File: src/rtl/ps2_key_serializer_if.sv
// Signal bundle between the hps_io key event source and the PS/2 keyboard serializer.
// dbg_state carries the serializer FSM encoding: 0=IDLE, 1=SHIFT, 2=GAP.
interface ps2_key_serializer_if #(
   parameter int FIFO_DEPTH = 16
);
   logic [10:0]                 ps2_key;
   logic                        ps2_clk;
   logic                        ps2_dat;
   logic                        busy;
   logic                        overflow;
   logic [$clog2(FIFO_DEPTH):0] fifo_level;
   logic [1:0]                  dbg_state;

   // No valid/ready pair here: every change of ps2_key[10] is one event, accepted
   // unconditionally (or dropped with overflow set); line outputs are free-running levels.
   modport master (
      output ps2_key,
      input  ps2_clk, ps2_dat, busy, overflow, fifo_level, dbg_state
   );

   modport slave (
      input  ps2_key,
      output ps2_clk, ps2_dat, busy, overflow, fifo_level, dbg_state
   );
endinterface

File: src/rtl/ps2_key_serializer.sv
// Expands hps_io ps2_key events into scancode bytes, queues them, and drives them
// out as device-side PS/2 frames (start, 8 data LSB first, odd parity, stop).
module ps2_key_serializer #(
   parameter int CLK_DIV    = 2000,
   parameter int FIFO_DEPTH = 16,
   parameter int GAP_CYCLES = 4000
) (
   input  logic                clk_sys,
   input  logic                reset,
   ps2_key_serializer_if.slave bus
);
   localparam int PTR_W = $clog2(FIFO_DEPTH);
   localparam int LVL_W = PTR_W + 1;
   localparam int DIV_W = $clog2(2 * CLK_DIV);
   localparam int GAP_W = (GAP_CYCLES > 1) ? $clog2(GAP_CYCLES) : 1;

   localparam logic [DIV_W-1:0] DIV_HALF  = DIV_W'(CLK_DIV);
   localparam logic [DIV_W-1:0] DIV_LAST  = DIV_W'(2 * CLK_DIV - 1);
   localparam logic [GAP_W-1:0] GAP_LAST  = GAP_W'(GAP_CYCLES - 1);
   localparam logic [LVL_W:0]   DEPTH_EXT = (LVL_W + 1)'(FIFO_DEPTH);

   typedef enum logic [1:0] {IDLE = 2'd0, SHIFT = 2'd1, GAP = 2'd2} state_t;

   state_t           state_q, state_d;
   logic             key_tgl_q;
   logic [7:0]       mem_q [FIFO_DEPTH];
   logic [PTR_W-1:0] wptr_q, wptr_d, rptr_q, rptr_d;
   logic [LVL_W-1:0] level_q, level_d;
   logic [10:0]      sh_q, sh_d;
   logic [3:0]       bit_q, bit_d;
   logic [DIV_W-1:0] div_q, div_d;
   logic [GAP_W-1:0] gap_q, gap_d;
   logic             ovf_q, ovf_d;
   logic             clk_q, clk_d, dat_q, dat_d;

   logic             evt, wr_en, pop;
   logic [1:0]       n_bytes;
   logic [7:0]       exp_b [3];
   logic [LVL_W:0]   lvl_sum;

   // Byte expansion order is E0 prefix, then F0 break code, then the scancode.
   always_comb begin
      evt      = bus.ps2_key[10] != key_tgl_q;
      exp_b[0] = bus.ps2_key[7:0];
      exp_b[1] = 8'h00;
      exp_b[2] = 8'h00;
      n_bytes  = 2'd1;
      case ({bus.ps2_key[8], ~bus.ps2_key[9]})
         2'b01: begin
            exp_b[0] = 8'hF0;
            exp_b[1] = bus.ps2_key[7:0];
            n_bytes  = 2'd2;
         end
         2'b10: begin
            exp_b[0] = 8'hE0;
            exp_b[1] = bus.ps2_key[7:0];
            n_bytes  = 2'd2;
         end
         2'b11: begin
            exp_b[0] = 8'hE0;
            exp_b[1] = 8'hF0;
            exp_b[2] = bus.ps2_key[7:0];
            n_bytes  = 2'd3;
         end
         default: ;
      endcase
      lvl_sum = {1'b0, level_q} + (LVL_W + 1)'(n_bytes);
      wr_en   = evt && (lvl_sum <= DEPTH_EXT);
      pop     = (state_q == IDLE) && (level_q != '0);
   end

   always_ff @(posedge clk_sys) begin
      if (wr_en) begin
         for (int i = 0; i < 3; i++) begin
            if (i < int'(n_bytes)) mem_q[wptr_q + PTR_W'(i)] <= exp_b[i];
         end
      end
   end

   always_comb begin
      state_d = state_q;
      rptr_d  = rptr_q;
      sh_d    = sh_q;
      bit_d   = bit_q;
      div_d   = div_q;
      gap_d   = gap_q;
      ovf_d   = ovf_q | (evt & ~wr_en);
      wptr_d  = wr_en ? wptr_q + PTR_W'(n_bytes) : wptr_q;
      level_d = level_q + (wr_en ? LVL_W'(n_bytes) : '0) - (pop ? LVL_W'(1) : '0);
      unique case (state_q)
         IDLE: begin
            if (pop) begin
               sh_d    = {1'b1, ~^mem_q[rptr_q], mem_q[rptr_q], 1'b0};
               rptr_d  = rptr_q + PTR_W'(1);
               bit_d   = 4'd0;
               div_d   = '0;
               state_d = SHIFT;
            end
         end
         SHIFT: begin
            if (div_q == DIV_LAST) begin
               div_d = '0;
               sh_d  = {1'b1, sh_q[10:1]};
               if (bit_q == 4'd10) begin
                  gap_d   = '0;
                  state_d = GAP;
               end else begin
                  bit_d = bit_q + 4'd1;
               end
            end else begin
               div_d = div_q + DIV_W'(1);
            end
         end
         GAP: begin
            if (gap_q == GAP_LAST) state_d = IDLE;
            else                   gap_d   = gap_q + GAP_W'(1);
         end
         default: state_d = IDLE;
      endcase
      // Lines are registered from next-state so they never glitch.
      clk_d = !((state_d == SHIFT) && (div_d >= DIV_HALF));
      dat_d = (state_d == SHIFT) ? sh_d[0] : 1'b1;
   end

   always_ff @(posedge clk_sys) begin
      if (reset) begin
         state_q   <= IDLE;
         key_tgl_q <= bus.ps2_key[10];
         wptr_q    <= '0;
         rptr_q    <= '0;
         level_q   <= '0;
         sh_q      <= '1;
         bit_q     <= 4'd0;
         div_q     <= '0;
         gap_q     <= '0;
         ovf_q     <= 1'b0;
         clk_q     <= 1'b1;
         dat_q     <= 1'b1;
      end else begin
         state_q   <= state_d;
         key_tgl_q <= bus.ps2_key[10];
         wptr_q    <= wptr_d;
         rptr_q    <= rptr_d;
         level_q   <= level_d;
         sh_q      <= sh_d;
         bit_q     <= bit_d;
         div_q     <= div_d;
         gap_q     <= gap_d;
         ovf_q     <= ovf_d;
         clk_q     <= clk_d;
         dat_q     <= dat_d;
      end
   end

   assign bus.ps2_clk    = clk_q;
   assign bus.ps2_dat    = dat_q;
   assign bus.busy       = (state_q != IDLE) | (level_q != '0);
   assign bus.overflow   = ovf_q;
   assign bus.fifo_level = level_q;
   assign bus.dbg_state  = state_q;
endmodule

File: src/flat_wrapper.sv
// flat-port wrapper written by rule: the top's interface ports become plain ports
module ps2_key_serializer_flat 
#(
   parameter int CLK_DIV    = 2000,
   parameter int FIFO_DEPTH = 16,
   parameter int GAP_CYCLES = 4000
)
  (clk_sys, reset, bus_ps2_key, bus_ps2_clk, bus_ps2_dat, bus_busy, bus_overflow, bus_fifo_level, bus_dbg_state);
  ps2_key_serializer_if #(.FIFO_DEPTH(FIFO_DEPTH)) bus_i ();
  input  logic clk_sys;
  input  logic reset;
  input wire logic [$bits(bus_i.ps2_key)-1:0] bus_ps2_key;
  output wire logic [$bits(bus_i.ps2_clk)-1:0] bus_ps2_clk;
  output wire logic [$bits(bus_i.ps2_dat)-1:0] bus_ps2_dat;
  output wire logic [$bits(bus_i.busy)-1:0] bus_busy;
  output wire logic [$bits(bus_i.overflow)-1:0] bus_overflow;
  output wire logic [$bits(bus_i.fifo_level)-1:0] bus_fifo_level;
  output wire logic [$bits(bus_i.dbg_state)-1:0] bus_dbg_state;
  assign bus_i.ps2_key = bus_ps2_key;
  assign bus_ps2_clk = bus_i.ps2_clk;
  assign bus_ps2_dat = bus_i.ps2_dat;
  assign bus_busy = bus_i.busy;
  assign bus_overflow = bus_i.overflow;
  assign bus_fifo_level = bus_i.fifo_level;
  assign bus_dbg_state = bus_i.dbg_state;
  ps2_key_serializer #(.CLK_DIV(CLK_DIV), .FIFO_DEPTH(FIFO_DEPTH), .GAP_CYCLES(GAP_CYCLES)) u_core (.clk_sys(clk_sys), .reset(reset), .bus(bus_i));
endmodule
File: config.mk
export PLATFORM = sky130hd
export DESIGN_NAME = ps2_key_serializer_flat
export DESIGN_NICKNAME = d
export VERILOG_FILES = /design/src/rtl/ps2_key_serializer_if.sv /design/src/rtl/ps2_key_serializer.sv /design/src/flat_wrapper.sv
export SDC_FILE = /design/constraint.sdc
export NUM_CORES = 1
export LEC_CHECK = 0
export ABC_AREA = 0
export ABC_CLOCK_PERIOD_IN_PS = 4800
export BUFFER_PORTS_ARGS = -buffer_cell sky130_fd_sc_hd__buf_2
export CORE_MARGIN = 5
export CORE_UTILIZATION = 45
export CTS_CLUSTER_SIZE = 12
export DETAILED_ROUTE_END_ITERATION = 16
export SYNTH_ARGS = -nofsm -noshare
export SYNTH_HDL_FRONTEND = slang
export SYNTH_SLANG_ARGS = --single-unit
export TNS_END_PERCENT = 1
File: constraint.sdc
create_clock -name clk_sys -period 4.8 [get_ports clk_sys]
set_input_delay 0.96 -clock clk_sys [delete_from_list [all_inputs] [get_ports clk_sys]]
set_output_delay 0.96 -clock clk_sys [all_outputs]
set_load 0.02 [all_outputs]
==> run summary <==
For this run, design rule violations remaining after detail routing come to 0. The number of global-route vias before repair is 8251. The total of cells resized after clock tree synthesis is 0. The fraction of layout instances using a drive strength above 1 came out at 0.1450. The signal on the critical path passes through buf_2, inv_1, ha_1, ha_1, inv_1, fa_1, nand2b_1, xnor2_1, a21oi_1, buf_4, o211ai_4, buf_4, or4_1, o21ai_0, buf_4.

Among the stages of the critical path, the cell type that occurs most often is sky130_fd_sc_hd__buf_4. The insertion delay of the later-clocked pin in the worst-skew pair came out at 0.45 ns. Of the post-synthesis cell area, the dominant cell type holds 0.3467.

The average wire per standard cell came out at 22.18 um. Buffers inserted during clock tree synthesis total 17. The final-report hold violation count came out at 0. The worst setup path is captured at a flip-flop. Setup repair after global routing left no endpoint under its margin. The number of I/O pins came out at 24. The total area inside the core boundary comes to 24320 um2. The number of warnings issued by yosys is 0.

The largest stage delay on the critical path came out at 0.62 ns. The post-detailed-route count of antenna-violating nets came out at 0. The area of the mapped netlist is 11090 um2. The wire length of the first global-routing pass is 48410 um. The sequential cell area fraction in the yosys report came out at 0.4587. The number of iterations in the first detailed-routing pass is 5.

The floorplan die area came out at 27870 um2. For this configuration, the core starts out at a cell density of 0.4558. The number of violations of the max-capacitance limit came out at 0.

The area used by multi-input combinational logic is 5518 um2. The data arrival time of the worst path is 4.22 ns. The worst pin sits at a relative slew slack of 0.1382. The global placement routability congestion is 0.9347.

Of the total power, the share spent switching nets is 0.3468. The sum of negative setup slack is 0 ns. The flow ran to the end, and the final reports show no timing, DRC or antenna violations. The horizontal die dimension came out at 167.0 um. The clock share of power is 0.272. The cell family contributing the most delay on the critical path is adder cells. The complex-gate fraction of the synthesized area is 0.1704. The final cycle utilization of the critical path is 0.8481. The synthesized design contains 190 register bits.

For this run, asynchronously set or reset flops after synthesis account for 0. The basic-gate share of the synthesized area counting and, or, nand and nor cells is 0.1361. The critical path depth in cells is 15. The number of setup buffers added after CTS is 0.

Ranked by total cell area, the synthesized netlist is headed by sky130_fd_sc_hd__edfxtp_1 35%, sky130_fd_sc_hd__dfxtp_1 11%, sky130_fd_sc_hd__a21oi_1 7.9%. The maximum achievable frequency came out at 245.7 MHz. The startpoint class of the critical path is an input pin. The critical-path maximum fanout is 10.

The total of buffers placed on input and output ports came out at 23. The worst path required time came out at 4.95 ns. The number of antenna violations at the first check in global routing came out at 0. The total grt overflow is 0. The number of max-slew violations in the final report is 0. The CTS sink count came out at 190. The CTS tree is done. Of the total power, registers draw 0.406. Entering global routing, the biggest net connects 41 pins. The vertical die dimension came out at 167.0 um. The worst path buffer plus inverter count is 6. The path class of the tightest hold or removal check is reg2reg. Across the whole layout, storage elements account for 5086 um2. By area, the combinational part of the netlist is dominated by compound AO/OA/AOI/OAI gates.

The actual slew at the worst max-slew pin is 1.288 ns. The parity-gate share of the synthesized area counting xor and xnor cells is 0.02878. The post-synthesis cell type count is 70. Summed over all layers, the routed wires come to 31050 um.

The detailed-placement wirelength estimate is 22070 um. The number of failing setup endpoints in the final timing report came out at 0. For this run, the total global-route usage over all layers was measured as 0.2230. Synthesis produced a netlist whose cell count is 1058. The longest clock path from root to sink contains 2 buffers. The net switching power of the design came out at 1.797 mW. Clock skew on the completed layout was measured at 0.01513 ns.

The buffer type at the clock tree root is sky130_fd_sc_hd__clkbuf_16. After floorplanning, the core was divided into 57 placement rows. The clock-pin slew reported for the worst setup and hold paths after clock tree synthesis came out at 0.07 ns.

The synthesized design spends more area on one cell type than any other, namely sky130_fd_sc_hd__edfxtp_1. After the first detailed-routing iteration, the DRC count stood at 829. The worst register-to-register path has a depth of 5. Counting every net in the synthesized netlist gives 1097. The average footprint of a synthesized cell is 10.48 um2. The area share of fa/ha/maj cells after synthesis is 0.03138.

The hold buffer count at CTS is 0. After synthesis, the share of cell area in mux cells is 0.1302. The cell leakage power is 4.419 nW. For this run, the leading register cell type out of synthesis is sky130_fd_sc_hd__edfxtp_1. The post-layout minimum cycle time is 4.071 ns. The design draws 5.180 mW. The H-tree generated during clock tree synthesis spans 4 levels. Using the TritonRoute via totals, the vias-per-cell ratio works out to 6.183. The post-synthesis to final-layout area growth is 9.785%. The worst-case hold slack is 0.4438 ns. The internal power came out at 3.384 mW. Among all stages on the critical path, the largest delay is contributed by sky130_fd_sc_hd__or4_1. The power per cell area is 425.7 nW/um2.

The worst supply voltage drop on vdd came out at 0.2269 mV. The layout net count is 1102. The number of instances on the worst hold path is 2. The portion of total power attributed to combinational logic is 0.321. The number of diodes added for antenna fixing came out at 0. In this run, synthesis inferred 128 flip-flops with an integrated enable. The number of filler cells placed in the layout came out at 2254. The worst setup path is of the in2reg kind. The number of vias after detailed routing came out at 8656.
==> stage by stage <==
| step | setup WS, ns | instance area [um2] | util | instances |
|---|---|---|---|---|
| 2_1_floorplan | 0.2362 | 11090 | - | 1058 |
| 3_3_place_gp | 0.4001 | 11590 | 0.4766 | 1368 |
| 3_5_place_dp | 0.2987 | 11590 | 0.4766 | 1368 |
| 4_1_cts | 0.7492 | 12170 | 0.5004 | 1400 |
| 5_1_grt | 0.5416 | 12170 | 0.5004 | 1400 |
| 6_report | 0.7292 | 12170 | 0.5004 | 1400 |
==> flip-flops by register name, indices dropped and copies added, names as in the netlist, named ones only <==
| signal | cells |
|---|---|
| u_core.bus.fifo_level | 5 |
| u_core.bus.ps2_dat | 1 |
| u_core.mem_q | 128 |
| u_core.gap_q | 12 |
| u_core.bus.dbg_state | 2 |
| u_core.bit_q | 4 |
| u_core.sh_q | 11 |
| u_core.wptr_q | 4 |
| u_core.div_q | 12 |
| u_core.rptr_q | 4 |
| u_core.bus.overflow | 1 |
| u_core.key_tgl_q | 1 |
| u_core.bus.ps2_clk | 1 |
==> logic make-up after synthesis <==
group                    after synthesis
AO/OA/AOI/OAI                        321
XOR/XNOR                              34
adder cells (fa/ha/maj)               26
buffers and inverters                109
flip-flops                           190
multiplexers                         100
AND/OR/NAND/NOR                      278
==> worst paths after layout <==
path | startpoint | to | slack [ns]
worst max-delay path | bus_ps2_key[8] | u_core.mem_q[4][6]$_DFFE_PP_ | 0.73
worst min-delay path | u_core.sh_q[10]$_SDFFE_PP1P_ | u_core.sh_q[10]$_SDFFE_PP1P_ | 0.44
worst max register to register | u_core.wptr_q[2]$_SDFFE_PP0N_ | u_core.mem_q[14][3]$_DFFE_PP_ | 1.36
worst min register to register | u_core.sh_q[10]$_SDFFE_PP1P_ | u_core.sh_q[10]$_SDFFE_PP1P_ | 0.44
==> placed cells by master (no fill, tap or decap), types with 18 or more instances in the layout <==
master | netlist | layout
sky130_fd_sc_hd__clkbuf_16 | 0 | 18
sky130_fd_sc_hd__nand3_1 | 29 | 29
sky130_fd_sc_hd__nand2_1 | 60 | 60
sky130_fd_sc_hd__buf_4 | 0 | 52
sky130_fd_sc_hd__inv_1 | 18 | 18
sky130_fd_sc_hd__nor2_1 | 69 | 69
sky130_fd_sc_hd__ha_1 | 23 | 23
sky130_fd_sc_hd__o21ai_0 | 45 | 45
sky130_fd_sc_hd__mux4_2 | 21 | 21
sky130_fd_sc_hd__a211oi_1 | 38 | 38
sky130_fd_sc_hd__edfxtp_1 | 128 | 128
sky130_fd_sc_hd__mux2i_1 | 67 | 67
sky130_fd_sc_hd__a21oi_1 | 176 | 176
sky130_fd_sc_hd__dfxtp_1 | 62 | 61
sky130_fd_sc_hd__buf_2 | 22 | 23
==> power groups by stage <==
| stage | Clock (mW) | Combinational, mW | Sequential, mW |
|---|---|---|---|
| global route | 1.50 | 1.81 | 2.13 |
| floorplan | 0 | 1.30 | 2.06 |
| detailed placement | 0 | 1.66 | 2.14 |
| global placement | 0 | 1.64 | 2.14 |
| CTS | 1.43 | 1.67 | 2.11 |
| finish | 1.41 | 1.67 | 2.10 |
==> cell usage after synthesis (all sizes together) (16+ instances only) <==
cell type,instances
a211oi,38
a21oi,177
buf,40
clkbuf,49
dfxtp,62
edfxtp,128
ha,23
inv,19
mux2i,67
mux4,32
nand2,63
nand3,29
nor2,75
nor3,18
o21ai,52
xnor2,16
xor2,17
==> layer usage <==
layer  track usage  routed length (um)  vias up
met5             0                   0        -
met4       0.06795                 737        0
met3       0.03318                1850       62
met2        0.3750               14970      330
met1        0.2996               13500     4247
li1              -                   -     4017
==> cell type report <==
cell class | instances | area share
clock buffer | 20 | 0.03845
tap | 324 | 0.03331
inverter | 20 | 0.006168
timing repair buffer | 75 | 0.04153
multi-input combinational | 759 | 0.4534
sequential | 190 | 0.4179
clock inverter | 12 | 0.009253
==> tightest hold or removal path, stage by stage, from the launching register on <==
cell                      delay [ns]
sky130_fd_sc_hd__dfxtp_1        0.31
sky130_fd_sc_hd__inv_1          0.04
sky130_fd_sc_hd__nand4_1        0.06
Note: power is estimated with default switching activity, not from simulation.
